`src/rtl/card_click_if.sv`:
```
// Click-controller bus: mouse and enable inputs, card-state regfile read port,
// and pick outputs toward the game logic.
interface card_click_if #(
  parameter int ADDR_W = 5
);
  logic              en;
  logic              mouse_left;
  logic [11:0]       mouse_xpos;
  logic [11:0]       mouse_ypos;
  logic              clear_pair;
  logic [1:0]        test_state;
  logic [ADDR_W-1:0] test_addr;
  logic              pick_valid;
  logic [ADDR_W-1:0] pick_addr;
  logic              pick_second;
  logic              busy;

  modport master (
    output en, mouse_left, mouse_xpos, mouse_ypos, clear_pair, test_state,
    input  test_addr, pick_valid, pick_addr, pick_second, busy
  );

  modport slave (
    input  en, mouse_left, mouse_xpos, mouse_ypos, clear_pair, test_state,
    output test_addr, pick_valid, pick_addr, pick_second, busy
  );
endinterface

```
`src/rtl/card_click_ctl.sv`:
```
// Maps a mouse click to a card on a grid by scanning one card per cycle and emits picks in pairs.
// Optional macro CARD_CLICK_SAME_GUARD_EN rejects a second pick of the same card.
module card_click_ctl #(
  parameter int CARDS  = 18,
  parameter int COLS   = 6,
  parameter int ADDR_W = 5,
  parameter int CARD_W = 100,
  parameter int CARD_H = 150,
  parameter int GAP    = 20,
  parameter int X0     = 50,
  parameter int Y0     = 55
) (
  input  logic         clk,
  input  logic         rst,
  card_click_if.slave  bus
);

  typedef enum logic [2:0] {IDLE, SCAN, CHECK, EMIT, WAIT_CLEAR} state_t;

  localparam logic [12:0]       CW       = 13'(CARD_W);
  localparam logic [12:0]       CH       = 13'(CARD_H);
  localparam logic [12:0]       STEP_X   = 13'(CARD_W + GAP);
  localparam logic [12:0]       STEP_Y   = 13'(CARD_H + GAP);
  localparam logic [12:0]       ORG_X    = 13'(X0);
  localparam logic [12:0]       ORG_Y    = 13'(Y0);
  localparam logic [ADDR_W-1:0] LAST_K   = ADDR_W'(CARDS - 1);
  localparam logic [ADDR_W-1:0] LAST_COL = ADDR_W'(COLS - 1);

  state_t            state, next;
  logic              prev_left;
  logic              pair_flag;
  logic [11:0]       lx, ly;
  logic [ADDR_W-1:0] k, col;
  logic [12:0]       ox, oy;
  logic [ADDR_W-1:0] test_addr_r, pick_addr_r;
  logic              pick_valid_r, pick_second_r;
  logic              busy_c;
  logic              click, hit, same_reject, accept;

  assign click = bus.mouse_left & ~prev_left;

  // Origins are 13 bits wide so the right/bottom edge never wraps.
  assign hit = ({1'b0, lx} >= ox) && ({1'b0, lx} < ox + CW) &&
               ({1'b0, ly} >= oy) && ({1'b0, ly} < oy + CH);

`ifdef CARD_CLICK_SAME_GUARD_EN
  assign same_reject = pair_flag && (test_addr_r == pick_addr_r);
`else
  assign same_reject = 1'b0;
`endif

  assign accept = (bus.test_state == 2'b01) && !same_reject;

  always_ff @(posedge clk or posedge rst) begin
    if (rst) state <= IDLE;
    else     state <= next;
  end

  always_comb begin
    next = state;
    if (!bus.en) begin
      next = IDLE;
    end else begin
      case (state)
        IDLE:       if (click) next = SCAN;
        SCAN:       if (hit) next = CHECK;
                    else if (k == LAST_K) next = IDLE;
        CHECK:      next = accept ? EMIT : IDLE;
        EMIT:       next = pair_flag ? WAIT_CLEAR : IDLE;
        WAIT_CLEAR: if (bus.clear_pair) next = IDLE;
        default:    next = IDLE;
      endcase
    end
  end

  always_comb begin
    busy_c = (state != IDLE);
  end

  always_ff @(posedge clk or posedge rst) begin
    if (rst) begin
      prev_left     <= 1'b0;
      pair_flag     <= 1'b0;
      lx            <= '0;
      ly            <= '0;
      k             <= '0;
      col           <= '0;
      ox            <= '0;
      oy            <= '0;
      test_addr_r   <= '0;
      pick_addr_r   <= '0;
      pick_valid_r  <= 1'b0;
      pick_second_r <= 1'b0;
    end else begin
      prev_left    <= bus.mouse_left;
      pick_valid_r <= 1'b0;
      if (!bus.en) begin
        pair_flag <= 1'b0;
      end else begin
        case (state)
          IDLE: if (click) begin
            lx  <= bus.mouse_xpos;
            ly  <= bus.mouse_ypos;
            k   <= '0;
            col <= '0;
            ox  <= ORG_X;
            oy  <= ORG_Y;
          end
          SCAN: begin
            if (hit) begin
              test_addr_r <= k + ADDR_W'(1);
            end else begin
              k <= k + ADDR_W'(1);
              // Row wrap: step the Y origin and rewind X instead of multiplying.
              if (col == LAST_COL) begin
                col <= '0;
                ox  <= ORG_X;
                oy  <= oy + STEP_Y;
              end else begin
                col <= col + ADDR_W'(1);
                ox  <= ox + STEP_X;
              end
            end
          end
          EMIT: begin
            pick_valid_r  <= 1'b1;
            pick_addr_r   <= test_addr_r;
            pick_second_r <= pair_flag;
            pair_flag     <= 1'b1;
          end
          WAIT_CLEAR: if (bus.clear_pair) pair_flag <= 1'b0;
          default: ;
        endcase
      end
    end
  end

  assign bus.test_addr   = test_addr_r;
  assign bus.pick_valid  = pick_valid_r;
  assign bus.pick_addr   = pick_addr_r;
  assign bus.pick_second = pick_second_r;
  assign bus.busy        = busy_c;

endmodule

```
`src/flat_wrapper.sv`:
```
// flat-port wrapper written by rule: the top's interface ports become plain ports
module card_click_ctl_flat 
#(
  parameter int CARDS  = 18,
  parameter int COLS   = 6,
  parameter int ADDR_W = 5,
  parameter int CARD_W = 100,
  parameter int CARD_H = 150,
  parameter int GAP    = 20,
  parameter int X0     = 50,
  parameter int Y0     = 55
)
  (clk, rst, bus_en, bus_mouse_left, bus_mouse_xpos, bus_mouse_ypos, bus_clear_pair, bus_test_state, bus_test_addr, bus_pick_valid, bus_pick_addr, bus_pick_second, bus_busy);
  card_click_if #(.ADDR_W(ADDR_W)) bus_i ();
  input  logic clk;
  input  logic rst;
  input wire logic [$bits(bus_i.en)-1:0] bus_en;
  input wire logic [$bits(bus_i.mouse_left)-1:0] bus_mouse_left;
  input wire logic [$bits(bus_i.mouse_xpos)-1:0] bus_mouse_xpos;
  input wire logic [$bits(bus_i.mouse_ypos)-1:0] bus_mouse_ypos;
  input wire logic [$bits(bus_i.clear_pair)-1:0] bus_clear_pair;
  input wire logic [$bits(bus_i.test_state)-1:0] bus_test_state;
  output wire logic [$bits(bus_i.test_addr)-1:0] bus_test_addr;
  output wire logic [$bits(bus_i.pick_valid)-1:0] bus_pick_valid;
  output wire logic [$bits(bus_i.pick_addr)-1:0] bus_pick_addr;
  output wire logic [$bits(bus_i.pick_second)-1:0] bus_pick_second;
  output wire logic [$bits(bus_i.busy)-1:0] bus_busy;
  assign bus_i.en = bus_en;
  assign bus_i.mouse_left = bus_mouse_left;
  assign bus_i.mouse_xpos = bus_mouse_xpos;
  assign bus_i.mouse_ypos = bus_mouse_ypos;
  assign bus_i.clear_pair = bus_clear_pair;
  assign bus_i.test_state = bus_test_state;
  assign bus_test_addr = bus_i.test_addr;
  assign bus_pick_valid = bus_i.pick_valid;
  assign bus_pick_addr = bus_i.pick_addr;
  assign bus_pick_second = bus_i.pick_second;
  assign bus_busy = bus_i.busy;
  card_click_ctl #(.CARDS(CARDS), .COLS(COLS), .ADDR_W(ADDR_W), .CARD_W(CARD_W), .CARD_H(CARD_H), .GAP(GAP), .X0(X0), .Y0(Y0)) u_core (.clk(clk), .rst(rst), .bus(bus_i));
endmodule
```
`config.mk`:
```
export PLATFORM = sky130hd
export DESIGN_NAME = card_click_ctl_flat
export DESIGN_NICKNAME = d
export VERILOG_FILES = /design/src/rtl/card_click_if.sv /design/src/rtl/card_click_ctl.sv /design/src/flat_wrapper.sv
export SDC_FILE = /design/constraint.sdc
export NUM_CORES = 1
export LEC_CHECK = 0
export BUFFER_PORTS_ARGS = -buffer_cell sky130_fd_sc_hd__buf_4
export CORE_MARGIN = 3
export CORE_UTILIZATION = 60
export CTS_CLUSTER_DIAMETER = 40
export DETAILED_ROUTE_END_ITERATION = 8
export PLACE_DENSITY = 0.89
export SYNTH_ARGS = -nofsm -noshare
export SYNTH_HDL_FRONTEND = slang
export SYNTH_SLANG_ARGS = --single-unit
```
`constraint.sdc`:
```
create_clock -name clk -period 4.31 [get_ports clk]
set_clock_uncertainty 0.15 [all_clocks]
set_input_delay 0.431 -clock clk [delete_from_list [all_inputs] [get_ports clk]]
set_output_delay 0.431 -clock clk [all_outputs]
set_load 0.1 [all_outputs]
```
==> impl_metrics.toml <==
[clock_network]
cts_buffers = 9
clk_path_buf_depth = 2
hold_buffers = 0
root_buffer = "clkbuf_8"
path_clk_slew_ps = 80
worstSkewPairLatency_ps = 360
clkSinkCount = 74
htree_levels = 3
tritoncts = "done"

[sta]
fin_crit_sh_pct = 94.7
max_freq_ghz = 0.245
relSlewSlack_pct = 32.0
setup_violations = 0
holdWs_ps = 34.4
finalMaxSlewViolations = 0
rsz0062_at_grt = "false"
tightest_slew_ps = 1020
fin_crit_ps = 4080
timing.setup.tns_ps = 0
hold_viol = 0

[floorplanning]
io_pins = 44
initial_core_util_pct = 63.8
die_w_um = 95.3
core_um2 = 7490
die_y_um = 95.3
fp-row-count = 31
dieArea_um2 = 9070

[synthesis]
syn_area_per_cell_um2 = 9.66
synth_seq_cells = 74
synth_nets = 574
synthArstFlopShare_pct = 100
yosys_warnings = 0
yosys-top-cells-area = "dfrtp_1 39%, ha_1 13%, mux2_2 6.1%, nand2_1 4.2%, nor2_1 2.7%"
synth_top_cell_by_area = "dfrtp_1"
synth-edff-count = 0
yosysTopAreaCellShare_pct = 38.7
synth_cell_types = 62
synth_ff_type = "dfrtp_1"
netlist_area_um2 = 4780
ys_seq_area_share_pct = 38.7
syn_inst = 495

[placement]
hpwlAfterDp_um = 7630
globalplace.congestion = 0.867
dpl.cell_count = 625
io_buffers = 42

[worst_hold_path]
whs_path_depth = 1
min_path_type = "input port to register"
hold_path_end = "u_core.prev_left"
hp-start = "bus_mouse_left"

[grt]
grt_pass1_vias = 3993
globalRouteOverflowTotal = 0
grt_pass1_wl_um = 18300
track_usage_pct = 25.7
grt_antenna_before_repair = 0
grt_max_degree = 50

[routing]
routed_wl_um = 10900
firstDrtPassIters = 5
drt-initial-drc-count = 354
drc = 0
ant_nets = 0
detail_route.wl_per_cell_um = 16.9
post_drt_via_cell_ratio = 6.33
vias = 4081

[cells_and_area]
nets = 620
layout-drive-gt1-share_pct = 22.0
area_delta_synth_final_pct = 14.5
mostFrequentLayoutCell = "dfrtp_1"
diodes = 0
fill_cells = 522
stdcell_count = 645
layout_common_cells = "73 x dfrtp_1, 55 x buf_4, 53 x nand2_1"

[worst_setup_path]
critPathLaunchType = "register"
crit_arrival_ps = 4230
cp-end-kind = "register"
crit_required_ps = 4460
reg2reg_slack_ps = 230
reg2reg_from = "u_core.oy[2]"
path_class = "register to register"
cp_max_fo = 15
r2r-end = "u_core.col[2]"
ff2ff_path_depth = 16

[run_status]
status = "finished clean"

[power]
p_per_area_nw_per_um2 = 656
p_leak_nw = 2.50
peakVddDrop_v = 0.000323

[flow_run]
cap_violations = 0
worst max-delay path, stage by stage (launching register included):
cell and delay (ps):
dfrtp_2 410, inv_1 70, ha_1 220, o21a_1 210, or3_4 360, nand2_1 80, nand2_1 70, xnor2_1 140
ha_1 340, nand4_1 180, nor3_2 230, o31ai_2 130, a211oi_4 430, nor4b_4 110, buf_6 180, or4b_2 630
nand2_1 70
per-layer routing:
| metal | share of wire (%) | track usage (%) | vias up | wire length [um] |
|---|---|---|---|---|
| li1 | - | - | 1907 | - |
| met1 | 41 | 31.2 | 1969 | 4470 |
| met2 | 51 | 44.4 | 185 | 5520 |
| met3 | 6.7 | 6.71 | 20 | 729 |
| met4 | 1.7 | 8.41 | 0 | 187 |
| met5 | 0 | 0 | - | 0 |
worst max-delay path by stage:
stage	from	to	slack (ps)	cells past startpoint
6_report	u_core.oy[2]	u_core.col[2]	230	16
5_1_grt	u_core.oy[2]	u_core.col[2]	60	16
4_1_cts	u_core.oy[2]	u_core.oy[9]	80	16
3_5_place_dp	u_core.oy[2]	u_core.oy[9]	70	16
3_3_place_gp	u_core.oy[2]	u_core.oy[9]	170	16
2_1_floorplan	u_core.oy[1]	u_core.k[2]	420	16
synth_stat cells (3+ instances only):
cell type,instances
a211o_1,3
a211oi_1,6
a211oi_2,3
a21o_1,5
a21oi_1,18
a31oi_1,4
a32oi_1,5
and2_1,3
buf_2,6
clkbuf_1,13
dfrtp_1,74
ha_1,48
inv_1,29
mux2_2,26
nand2_1,53
nand2b_1,3
nand3_1,24
nand4_1,5
nor2_1,35
nor3_1,8
nor4_1,5
nor4b_1,3
o211ai_1,13
o21ai_0,21
o22ai_1,4
o31ai_1,3
o32ai_1,3
o41ai_1,5
or4_1,7
xnor2_1,15
xor2_1,4
through the flow:
stage	setup slack [ps]	cell area, um^2	util [%]	total power, mW
after floorplan	419	4780	-	2.48
after global placement	173	5210	69.6	2.81
after detailed placement	73.8	5210	69.6	2.94
after CTS	84.5	5410	72.2	3.51
after global routing	56.9	5470	73.1	3.85
final	230	5470	73.1	3.59
kinds of logic (layout without fill, tap and decap cells):
logic type | count (synthesis) | in the layout | synth area share, %
AND/OR/NAND/NOR | 163 | 163 | 17.0
multiplexers | 28 | 28 | 6.54
flip-flops | 74 | 74 | 38.7
AO/OA/AOI/OAI | 113 | 113 | 17.4
XOR/XNOR | 19 | 19 | 3.48
adder cells (fa/ha/maj) | 48 | 48 | 12.6
buffers and inverters | 50 | 101 | 4.27
flip-flops by register name, summed over array words and instances (netlist names):
name,cells
u_core.bus.test_addr,5
u_core.prev_left,1
u_core.col,5
u_core.ly,12
u_core.lx,11
u_core.ox,11
u_core.bus.pick_valid,1
u_core.state,3
u_core.bus.pick_second,1
u_core.pair_flag,1
u_core.bus.pick_addr,5
u_core.k,5
u_core.oy,13
final cells by class:
| class | instances | area [um^2] | area share, % |
|---|---|---|---|
| Clock buffer | 10 | 128 | 2.33 |
| Clock inverter | 6 | 67.6 | 1.23 |
| Inverter | 29 | 109 | 1.99 |
| Multi-Input combinational cell | 371 | 2770 | 50.6 |
| Sequential cell | 74 | 1850 | 33.9 |
| Tap cell | 99 | 124 | 2.26 |
| Timing Repair Buffer | 56 | 424 | 7.75 |
power breakdown:
group	switching, mW	internal [mW]	total, mW
Sequential	0.249	0.893	1.14
Clock	0.272	0.268	0.541
Combinational	1.15	0.754	1.90
Total	1.67	1.92	3.59
repair_timing:
item	4_1_cts	5_1_grt
gates resized for setup	1	7
setup endpoints to repair	1	31
cloned	0	0
pin swaps	0	5
hold endpoints to repair	0	0
buffers inserted	0	4
Power figures use the tool's default switching activity.
